File: config.mk
export PLATFORM = sky130hd
export DESIGN_NAME = switch_port_driver
export DESIGN_NICKNAME = d
export VERILOG_FILES = /design/src/rtl/switch_port_driver_pkg.sv /design/src/rtl/switch_port_driver_port_fifo.sv /design/src/rtl/switch_port_driver.sv
export SDC_FILE = /design/constraint.sdc
export NUM_CORES = 1
export LEC_CHECK = 0
export ABC_AREA = 1
export ABC_CLOCK_PERIOD_IN_PS = 9600
export BUFFER_PORTS_ARGS = -buffer_cell sky130_fd_sc_hd__buf_2
export CAP_MARGIN = 20
export CORE_UTILIZATION = 45
export DETAILED_ROUTE_END_ITERATION = 10
export GPL_TIMING_DRIVEN = 0
export PLACE_DENSITY = 0.59
export SLEW_MARGIN = 10
export SYNTH_ARGS = -nofsm -noshare
export SYNTH_HDL_FRONTEND = slang
export SYNTH_HIERARCHICAL = 1
export SYNTH_SLANG_ARGS = --single-unit
File: constraint.sdc
create_clock -name i_clk -period 9.6 [get_ports i_clk]
set_clock_uncertainty 0.2 [all_clocks]
set_input_delay 0.48 -clock i_clk [delete_from_list [all_inputs] [get_ports i_clk]]
set_output_delay 0.48 -clock i_clk [all_outputs]
set_load 0.01 [all_outputs]
File: src/rtl/switch_port_driver_pkg.sv
// Shared types and sizing for the switch input-bus transmit agent.
package switch_pkg;

    localparam int NPORTS = 4;               // switch input ports
    localparam int DW     = 16;              // bus data width
    localparam int AW     = 16;              // bus address width
    localparam int DEPTH  = 4;               // words per port FIFO (power of 2, >= 2)
    localparam int PW     = $clog2(NPORTS);  // port index width
    localparam int WW     = AW + DW;         // packed word width

    typedef enum logic {
        IDLE  = 1'b0,
        DRIVE = 1'b1
    } drv_state_e;

    // Address sits in the upper half so a word can be pushed as {addr, data}.
    typedef struct packed {
        logic [AW-1:0] addr;
        logic [DW-1:0] data;
    } word_t;

endpackage

File: src/rtl/switch_port_driver_port_fifo.sv
// Per-port word FIFO.
// Pointers carry one extra MSB so that full and empty can be told apart
// without a separate occupancy counter. The head word is visible
// combinationally so the arbiter can load it on the same edge it pops.
module port_fifo
    import switch_pkg::*;
(
    input  logic          i_clk,
    input  logic          i_rst_n,
    input  logic          i_push,
    input  logic          i_pop,
    input  logic [WW-1:0] i_word,
    output logic [WW-1:0] o_head,
    output logic          o_full,
    output logic          o_empty
);

    localparam int PTRW = $clog2(DEPTH);

    logic [PTRW:0]   r_wr_ptr;
    logic [PTRW:0]   r_rd_ptr;
    logic [WW-1:0]   r_mem [DEPTH];
    logic            w_do_push;
    logic            w_do_pop;

    // A full FIFO refuses a push even when it is popped in the same cycle.
    assign w_do_push = i_push & ~o_full;
    assign w_do_pop  = i_pop & ~o_empty;

    assign o_empty = (r_wr_ptr == r_rd_ptr);
    assign o_full  = (r_wr_ptr[PTRW] != r_rd_ptr[PTRW]) &&
                     (r_wr_ptr[PTRW-1:0] == r_rd_ptr[PTRW-1:0]);
    assign o_head  = r_mem[r_rd_ptr[PTRW-1:0]];

    // Advance the read and write pointers; reset empties the FIFO.
    always_ff @(posedge i_clk or negedge i_rst_n) begin
        if (!i_rst_n) begin
            r_wr_ptr <= '0;
            r_rd_ptr <= '0;
        end else begin
            if (w_do_push) r_wr_ptr <= r_wr_ptr + 1'b1;
            if (w_do_pop)  r_rd_ptr <= r_rd_ptr + 1'b1;
        end
    end

    // Storage write; contents need no reset because the pointers define validity.
    always_ff @(posedge i_clk) begin
        if (w_do_push) r_mem[r_wr_ptr[PTRW-1:0]] <= i_word;
    end

endmodule

File: src/rtl/switch_port_driver.sv
// Transmit-side agent for the 4-port switch input bus.
// Upstream words are queued per target port, a round-robin arbiter picks the
// next non-empty queue, and the chosen word is held on the shared bus until
// the addressed switch port takes it. Back-to-back words need no idle cycle.
module switch_port_driver
    import switch_pkg::*;
(
    input  logic              i_clk,
    input  logic              i_rst_n,
    input  logic              i_src_valid,
    input  logic [PW-1:0]     i_src_port,
    input  logic [DW-1:0]     i_src_data,
    input  logic [AW-1:0]     i_src_addr,
    output logic              o_src_ready,
    output logic [DW-1:0]     o_data_in,
    output logic [AW-1:0]     o_addr_in,
    output logic [NPORTS-1:0] o_valid_in,
    input  logic [NPORTS-1:0] i_rcv_rdy,
    output logic              o_busy,
    output logic [15:0]       o_tx_count
);

    // First requesting port strictly after 'last', wrapping; returns 'last'
    // itself only when it is the sole requester (or nobody requests).
    function automatic logic [PW-1:0] rr_pick(input logic [NPORTS-1:0] req,
                                              input logic [PW-1:0]     last);
        logic [PW-1:0] idx;
        rr_pick = last;
        for (int k = NPORTS; k >= 1; k--) begin
            idx = PW'((int'(last) + k) % NPORTS);
            if (req[idx]) rr_pick = idx;
        end
    endfunction

    drv_state_e        r_state;
    logic [PW-1:0]     r_last_grant;
    logic [NPORTS-1:0] r_valid_in;
    logic [DW-1:0]     r_data_in;
    logic [AW-1:0]     r_addr_in;
    logic [15:0]       r_tx_count;

    logic [NPORTS-1:0] w_empty;
    logic [NPORTS-1:0] w_full;
    logic [NPORTS-1:0] w_nonempty;
    logic [NPORTS-1:0] w_push;
    logic [NPORTS-1:0] w_pop;
    logic [WW-1:0]     w_head [NPORTS];
    logic [WW-1:0]     w_src_word;
    logic [WW-1:0]     w_grant_word;
    logic [PW-1:0]     w_grant;
    logic              w_xfer;
    logic              w_load;

    assign w_src_word   = {i_src_addr, i_src_data};
    assign w_nonempty   = ~w_empty;
    assign o_src_ready  = ~w_full[i_src_port];

    // Only the granted port's ready matters; valid_in is one-hot on last_grant in DRIVE.
    assign w_xfer       = (r_state == DRIVE) && i_rcv_rdy[r_last_grant];
    // Load a new word when the bus is free or is being freed on this edge.
    assign w_load       = (|w_nonempty) && ((r_state == IDLE) || w_xfer);
    assign w_grant      = rr_pick(w_nonempty, r_last_grant);
    assign w_grant_word = w_head[w_grant];

    generate
        for (genvar gi = 0; gi < NPORTS; gi++) begin : g_port
            assign w_push[gi] = i_src_valid && o_src_ready && (i_src_port == PW'(gi));
            assign w_pop[gi]  = w_load && (w_grant == PW'(gi));

            port_fifo u_fifo (
                .i_clk   (i_clk),
                .i_rst_n (i_rst_n),
                .i_push  (w_push[gi]),
                .i_pop   (w_pop[gi]),
                .i_word  (w_src_word),
                .o_head  (w_head[gi]),
                .o_full  (w_full[gi]),
                .o_empty (w_empty[gi])
            );
        end
    endgenerate

    // Bus FSM: grant, hold under backpressure, count transfers, chain words without a bubble.
    always_ff @(posedge i_clk or negedge i_rst_n) begin
        if (!i_rst_n) begin
            r_state      <= IDLE;
            r_last_grant <= PW'(NPORTS - 1);
            r_valid_in   <= '0;
            r_data_in    <= '0;
            r_addr_in    <= '0;
            r_tx_count   <= '0;
        end else begin
            if (w_xfer) r_tx_count <= r_tx_count + 16'd1;

            if (w_load) begin
                r_state      <= DRIVE;
                r_last_grant <= w_grant;
                r_valid_in   <= NPORTS'(1) << w_grant;
                r_data_in    <= w_grant_word[DW-1:0];
                r_addr_in    <= w_grant_word[WW-1:DW];
            end else if (w_xfer) begin
                // Nothing queued: drop valid, keep the last data/address on the bus.
                r_state    <= IDLE;
                r_valid_in <= '0;
            end
        end
    end

    assign o_valid_in = r_valid_in;
    assign o_data_in  = r_data_in;
    assign o_addr_in  = r_addr_in;
    assign o_busy     = (r_state == DRIVE);
    assign o_tx_count = r_tx_count;

endmodule

Yosys cells after proc, flatten, opt, wreduce, memory -nomap -nowiden --
Memories as Yosys holds them, arrays and structs flattened. Index checks and enable logic that the tools add are counted.
Operators by class: $add $sub $neg 13, $lt $le $gt $ge 7, equal/unequal tests 18, shifts and indexed selects 1, mux-type cells 31, bitwise gates (word level) 20, reduce and logical (&&, ||, !) cells 20
Operators by type and width (count):
- $bmux 32 s2 | 1
- $mux 32 | 2
- $add 3x1->3 const B | 8
- $lt 2x3->1 const B | 6
- $add 16x1->16 const B | 1
- $mux 1 | 16
- $logic_and 1x1->1 | 15
- $bmux 1 s2 | 6
- $eq 3x3->1 | 4
- $not 1->1 | 10
- $and 1x1->1 | 8
- $eq 2x2->1 | 4
- $eq 2x2->1 const B | 4
- $mux 2 | 4
- $mux 4 | 2
- $add 2x1->2 const B | 2
- $add 2x2->2 const B | 2
- $eq 2x1->1 const B | 2
- $logic_not 2->1 | 2
- $ne 1x1->1 | 4
- $not 4->4 | 1
- $reduce_or 4->1 | 1
- $shl 1x2->4 const A | 1
- $ge 3x3->1 const B | 1
- other kinds (3) | 3
Word-level totals: bits in registers 79, RAM bits 512, input port bits 41, output and inout bits 54, logic and storage cells 128, memories 4
Memory list:
- g_port[0].u_fifo.r_mem | depth 4, width 32, read ports 1, clocked after memory_dff 0, wr ports 1, line switch_port_driver_port_fifo.sv:22 | logic [WW-1:0] r_mem [DEPTH];
- g_port[1].u_fifo.r_mem | depth 4, width 32, read ports 1, clocked after memory_dff 0, wr ports 1, line switch_port_driver_port_fifo.sv:22
- g_port[2].u_fifo.r_mem | depth 4, width 32, read ports 1, clocked after memory_dff 0, wr ports 1, line switch_port_driver_port_fifo.sv:22
- g_port[3].u_fifo.r_mem | depth 4, width 32, read ports 1, clocked after memory_dff 0, wr ports 1, line switch_port_driver_port_fifo.sv:22

Longest topological paths before layout --
depth in word-level cells 12, gate-level depth with buffers 20, mapped depth without buffers 20

Cells and area by module --
Netlist, hierarchy kept.
By module, submodules not included:
- port_fifo (g_port[1].u_fifo ...) | times used 2, cells each 371, area an instance 5178.7 um2, sequential area each 3993.8 um2
- port_fifo (g_port[3].u_fifo) | times used 1, cells each 371, area an instance 5175.0 um2, sequential area each 3993.8 um2
- port_fifo (g_port[0].u_fifo) | times used 1, cells each 369, area an instance 5173.7 um2, sequential area each 3993.8 um2
- switch_port_driver | times used 1, cells each 572, area an instance 3629.7 um2, sequential area each 1378.8 um2

Worst setup path before layout --
No wires, ideal clock.
kind reg2reg, start point register g_port[0].u_fifo.r_rd_ptr[0], end point memory g_port[3].u_fifo/r_mem[0][0] in the netlist's numbering (enable), library setup time 421 ps, data arrival time 3150 ps, data required time 8979 ps, path slack 5828 ps, cell stages (with the launch flop) 12, path buffers 1, period minus slack after synthesis 3772 ps, cells stage by stage dfrtp_1 buf_6 xnor2_4 nand3_4 inv_1 nand2_1 a21oi_1 a21oi_1 nand2_1 nor3_1 nand2_2 nor2_1
On the way: cells in the longest elaborated chain, start to end 10
RTL lines:
- start, declared | line switch_port_driver_port_fifo.sv:21 | logic [PTRW:0] r_rd_ptr;
- start signal, assigned | line switch_port_driver_port_fifo.sv:42 | if (w_do_pop) r_rd_ptr <= r_rd_ptr + 1'b1;
- $eq 2x2->1 | line switch_port_driver_port_fifo.sv:32 | (r_wr_ptr[PTRW-1:0] == r_rd_ptr[PTRW-1:0]);
- $logic_and 1x1->1 | line switch_port_driver_port_fifo.sv:31 | assign o_full = (r_wr_ptr[PTRW] != r_rd_ptr[PTRW]) &&
- net w_full[0] | line switch_port_driver.sv:43 | logic [NPORTS-1:0] w_full;
- $bmux 1 s2 | line switch_port_driver.sv:56 | assign o_src_ready = ~w_full[i_src_port];
- $mux 1 (not written as such) | line switch_port_driver.sv:56
- $not 1->1 | line switch_port_driver.sv:56
- net o_src_ready | line switch_port_driver.sv:14 | output logic o_src_ready,
- $logic_and 1x1->1 (2 in a row) | line switch_port_driver.sv:67 | assign w_push[gi] = i_src_valid && o_src_ready && (i_src_port == PW'(gi));
- net w_push[3] | line switch_port_driver.sv:45 | logic [NPORTS-1:0] w_push;
- $and 1x1->1 | line switch_port_driver_port_fifo.sv:27 | assign w_do_push = i_push & ~o_full;
- $mux 1 | line switch_port_driver_port_fifo.sv:48 | if (w_do_push) r_mem[r_wr_ptr[PTRW-1:0]] <= i_word;
- $mux 1 (not written as such) | line switch_port_driver_port_fifo.sv:48
- end, declared | line switch_port_driver_port_fifo.sv:22
The timed path passes the listed nets, and every way through them passes these cells. The select of a mux whose other input is x is not followed.

Final worst setup path --
start point register g_port[0].u_fifo.r_rd_ptr[1], end point memory g_port[0].u_fifo/r_mem[3][31] in the netlist's numbering (enable)
On the way: cells in the longest elaborated chain, start to end 10, elaborated cells on any way between the ends 11, classes of those cells 1 x eq/ne; 4 x mux; 3 x bitwise; 3 x reduce/logical
RTL lines (line):
- $eq 2x2->1 | switch_port_driver_port_fifo.sv:32
- $logic_and 1x1->1 | switch_port_driver_port_fifo.sv:31
- net w_full[0] | switch_port_driver.sv:43
- $bmux 1 s2 | switch_port_driver.sv:56
- $mux 1 (not written as such) | switch_port_driver.sv:56
- $not 1->1 | switch_port_driver.sv:56
- $logic_and 1x1->1 (2 in a row) | switch_port_driver.sv:67
- net w_push[0] | switch_port_driver.sv:45
- $and 1x1->1 | switch_port_driver_port_fifo.sv:27
- $mux 1 | switch_port_driver_port_fifo.sv:48
- $mux 1 (not written as such) | switch_port_driver_port_fifo.sv:48
- end, declared | switch_port_driver_port_fifo.sv:22
The timed path passes the listed nets, and every way through them passes these cells. The select of a mux whose other input is x is not followed.

==> impl_metrics.json <==
{
  "outcome": "finished, final reports clean",
  "tritonroute_pass_1_iters": 6,
  "finalSetupViolCount": 0,
  "area_growth_pct": 15.7,
  "met2_length_um": 31700,
  "clk_pin_slew_ns": 0.06,
  "drt_iter0_markers": 1643,
  "synth.ff_latch_count": 591,
  "synth-warning-count": 6,
  "crit_chain": "inv_1 -> nand2_1 -> nand2_1 -> nand3_4 -> inv_1 -> nand2_1 -> a21oi_1 -> a21oi_1 -> nand2_1 -> inv_1 -> nand3_1 -> inv_1 -> nand2_4 -> nor2_4 -> buf_16",
  "cts_sinks": 591,
  "worst_r2r_start": "g_port[0].u_fifo/r_rd_ptr[1]",
  "seq_area_frac_synth_pct": 71.3,
  "rsz_0062_raised_after_global_routing": "no",
  "postSynth.topFlopCell": "sky130_fd_sc_hd__edfxtp_1",
  "crit_slowest_cell": "sky130_fd_sc_hd__nor2_4",
  "hold_path_depth": 1,
  "syn-cell-area_um2": 24300,
  "buffer_ports.inserted": 94,
  "wl_per_cell_um": 22.8,
  "setup.worst_path.start_class": "flop",
  "diodes": 0,
  "regArea_um2": 17400,
  "drive_gt1_share_pct": 14.6,
  "maxSlewViolCount": 0,
  "synth-edff-count": 512,
  "setup.worst_path.class": "reg2reg",
  "async_reset_ff_share_pct": 13.4,
  "cts_buffers": 60,
  "regToRegSetupSlack_ns": 5.82,
  "vias_per_cell": 5.58,
  "crit_family": "simple AND/OR/NAND/NOR gates",
  "tns_ns": 0,
  "cp.required_ns": 9.74,
  "met3WireLength_um": 4620,
  "detail_route.wirelength_um": 67500,
  "stdcell_count": 2966,
  "vdd.ir_drop.worst_mv": 0.184,
  "dieArea_um2": 55000,
  "highest_fanout_seen_on_the_critical_path": 20,
  "grt_antenna_before_repair": 0,
  "post-route-util_pct": 53.2,
  "power-per-cell-area_nw_per_um2": 350,
  "synthDominantCellAreaShare_pct": 63.2,
  "initial_core_util_pct": 45.9,
  "final.fill_count": 4635,
  "number_of_global_route_vias_before_repair": 16300,
  "min_from": "i_src_data[14]",
  "cell_accounting_for_the_most_synthesized_area": "sky130_fd_sc_hd__edfxtp_1",
  "ios": 95,
  "globalplace.congestion": 0.843,
  "end_kind": "flop",
  "highest-signal-layer": "met4",
  "core-area_um2": 53000,
  "synthesis.instances": 2054,
  "detail-route-antenna-nets": 0,
  "clock_insertion_delay_worst_skew_ns": 0.64,
  "wl_met1_um": 29500,
  "grt_start_max_net_pins": 41,
  "row_count": 84,
  "critical_path.reg2reg.endpoint": "g_port[0].u_fifo/r_mem[3][31]",
  "synth_nets": 2116,
  "synth_top_cells_by_area": "sky130_fd_sc_hd__edfxtp_1 63%, sky130_fd_sc_hd__dfrtp_1 7.9%, sky130_fd_sc_hd__nand2_1 6.2%, sky130_fd_sc_hd__nor2_1 4.4%, sky130_fd_sc_hd__o21ai_0 4.0%",
  "crit_path_max_incr_delay_ns": 0.68,
  "remaining_drc_errors": 0,
  "r2r_cells": 15,
  "grt.overflow.total": 0,
  "slew_headroom_pct": 42.5,
  "routed-via-count": 16600,
  "dp_hpwl_um": 45300,
  "max-cap-violations": 0,
  "timing.final.crit_share_pct": 39.4,
  "cts_root_buf": "sky130_fd_sc_hd__clkbuf_16",
  "die_width_um": 235,
  "cts_tree": "built",
  "hold_path_end": "g_port[1].u_fifo/r_mem[3][14]",
  "dieHeight_um": 235,
  "dpl.cell_count": 2853,
  "multi_input_comb_area_um2": 6190,
  "clock_tree.buffer_depth": 3,
  "hold_path_class": "in2reg",
  "timing_worst_slew_pin_value_ns": 0.860,
  "fmax_ghz": 0.264,
  "nNetsFinal": 2290,
  "hold_viol": 0,
  "globalRouteTotalUtil_pct": 24.7,
  "h-tree-depth": 2,
  "min_period_ns": 3.78,
  "worst_ep_arrival_ns": 3.92,
  "syn_avg_cell_area_um2": 11.8,
  "timing.critical_path.buf_inv": 5,
  "grt_first_pass_wirelength_um": 99800,
  "ys_types": 33,
  "leakagePower_nw": 10.6
}
-- worst max path at each step --
stage | startpoint | end | slack [ns] | cells after the start
after global placement | g_port[0].u_fifo/r_rd_ptr[1] | g_port[1].u_fifo/r_mem[0][11] | 3.83 | 14
after CTS | g_port[0].u_fifo/r_rd_ptr[1] | g_port[0].u_fifo/r_mem[3][12] | 5.80 | 15
final | g_port[0].u_fifo/r_rd_ptr[1] | g_port[0].u_fifo/r_mem[3][31] | 5.82 | 15
after floorplan | g_port[0].u_fifo/r_rd_ptr[0] | g_port[3].u_fifo/r_mem[0][0] | 5.83 | 11
after global routing | g_port[0].u_fifo/r_rd_ptr[1] | g_port[2].u_fifo/r_mem[1][0] | 5.57 | 13
after detailed placement | g_port[0].u_fifo/r_rd_ptr[1] | g_port[0].u_fifo/r_mem[3][12] | 5.80 | 15
-- registers in the layout, summed over array words and instances, names as in the netlist --
register,count
r_last_grant,2
o_addr_in,16
g_port.u_fifo/r_wr_ptr,12
o_busy,1
g_port.u_fifo/r_rd_ptr,12
o_valid_in,4
g_port.u_fifo/r_mem,512
o_data_in,16
o_tx_count,16
-- per-layer routing --
metal  vias to the layer above  track usage (%)
li1                       7616                -
met1                      8176             34.8
met2                       666             40.2
met5                         -                0
met4                         0             7.54
met3                       104             3.15
-- worst register-to-register path, delay by kind of cell (launching register included) --
family | cells | cell delay, ns
simple gates | 8 | 1.56
flops | 1 | 0.57
buf+inv | 5 | 0.92
compound gates | 2 | 0.22
-- synthesized netlist by cell type, types with 4 or more instances --
| library cell | instances |
|---|---|
| sky130_fd_sc_hd__nand3_1 | 103 |
| sky130_fd_sc_hd__buf_6 | 10 |
| sky130_fd_sc_hd__clkbuf_1 | 38 |
| sky130_fd_sc_hd__nand3_4 | 4 |
| sky130_fd_sc_hd__a21oi_1 | 4 |
| sky130_fd_sc_hd__ha_1 | 21 |
| sky130_fd_sc_hd__xnor2_1 | 7 |
| sky130_fd_sc_hd__nor2_1 | 287 |
| sky130_fd_sc_hd__edfxtp_1 | 512 |
| sky130_fd_sc_hd__inv_1 | 71 |
| sky130_fd_sc_hd__nand2_2 | 15 |
| sky130_fd_sc_hd__o21ai_1 | 67 |
| sky130_fd_sc_hd__inv_2 | 10 |
| sky130_fd_sc_hd__dfrtp_1 | 77 |
| sky130_fd_sc_hd__o22ai_1 | 131 |
| sky130_fd_sc_hd__xor2_1 | 13 |
| sky130_fd_sc_hd__buf_2 | 55 |
| sky130_fd_sc_hd__nand2_1 | 399 |
| sky130_fd_sc_hd__buf_4 | 7 |
| sky130_fd_sc_hd__o21ai_0 | 194 |
| sky130_fd_sc_hd__nand3_2 | 5 |
-- cell families (layout without fill, tap and decap cells) --
logic type               Yosys count  in the layout  share of synthesized area, %
AND/OR/NAND/NOR                  828            828                          14.0
flip-flops                       591            591                          71.3
AO/OA/AOI/OAI                    398            398                          8.90
buffers and inverters            192            416                          3.66
XOR/XNOR                          24             24                          1.03
adder cells (fa/ha/maj)           21             21                          1.08
-- final cells by class --
cell class	count	share of cell area, %
Buffer	111	2.08
Clock buffer	80	5.89
Tap cell	688	3.06
Clock inverter	32	1.09
Sequential cell	591	61.6
Multi-Input combinational cell	1271	22.0
Inverter	81	1.08
Timing Repair Buffer	112	3.22
-- report_power, final --
group	total, mW	internal, mW	leakage, nW	switching (mW)
Sequential	3.28	3.10	5.61	0.188
Clock	2.34	1.35	0.959	0.992
Combinational	4.25	1.23	4.01	3.02
-- cell usage in the layout, fill, tap and decap left out, types with 21 or more instances in the layout --
cell type	count
sky130_fd_sc_hd__buf_2	148
sky130_fd_sc_hd__clkbuf_1	51
sky130_fd_sc_hd__clkbuf_16	61
sky130_fd_sc_hd__dfrtp_1	77
sky130_fd_sc_hd__edfxtp_1	512
sky130_fd_sc_hd__ha_1	21
sky130_fd_sc_hd__inv_1	68
sky130_fd_sc_hd__nand2_1	399
sky130_fd_sc_hd__nand3_1	103
sky130_fd_sc_hd__nor2_1	274
sky130_fd_sc_hd__o21ai_0	194
sky130_fd_sc_hd__o21ai_1	67
sky130_fd_sc_hd__o22ai_1	131
-- per-stage QoR --
stage | setup WS [ns] | hold WS (ns) | power (mW) | instance area (µm²)
final | 5.82 | 0.0481 | 9.87 | 28200
after global routing | 5.57 | 0.0455 | 10.4 | 28200
after CTS | 5.80 | 0.0247 | 9.90 | 28200
after detailed placement | 5.80 | 0.286 | 7.55 | 26200
after global placement | 3.83 | 0.286 | 7.44 | 25700
after floorplan | 5.83 | -0.0156 | 5.93 | 24300
-- what timing repair did --
item	4_1_cts	5_1_grt
endpoints found under the hold margin	39	0
hold buffers	1	0
buffers inserted	0	0
gates resized for setup	0	0
No activity file was read; power rests on OpenSTA's default activity.
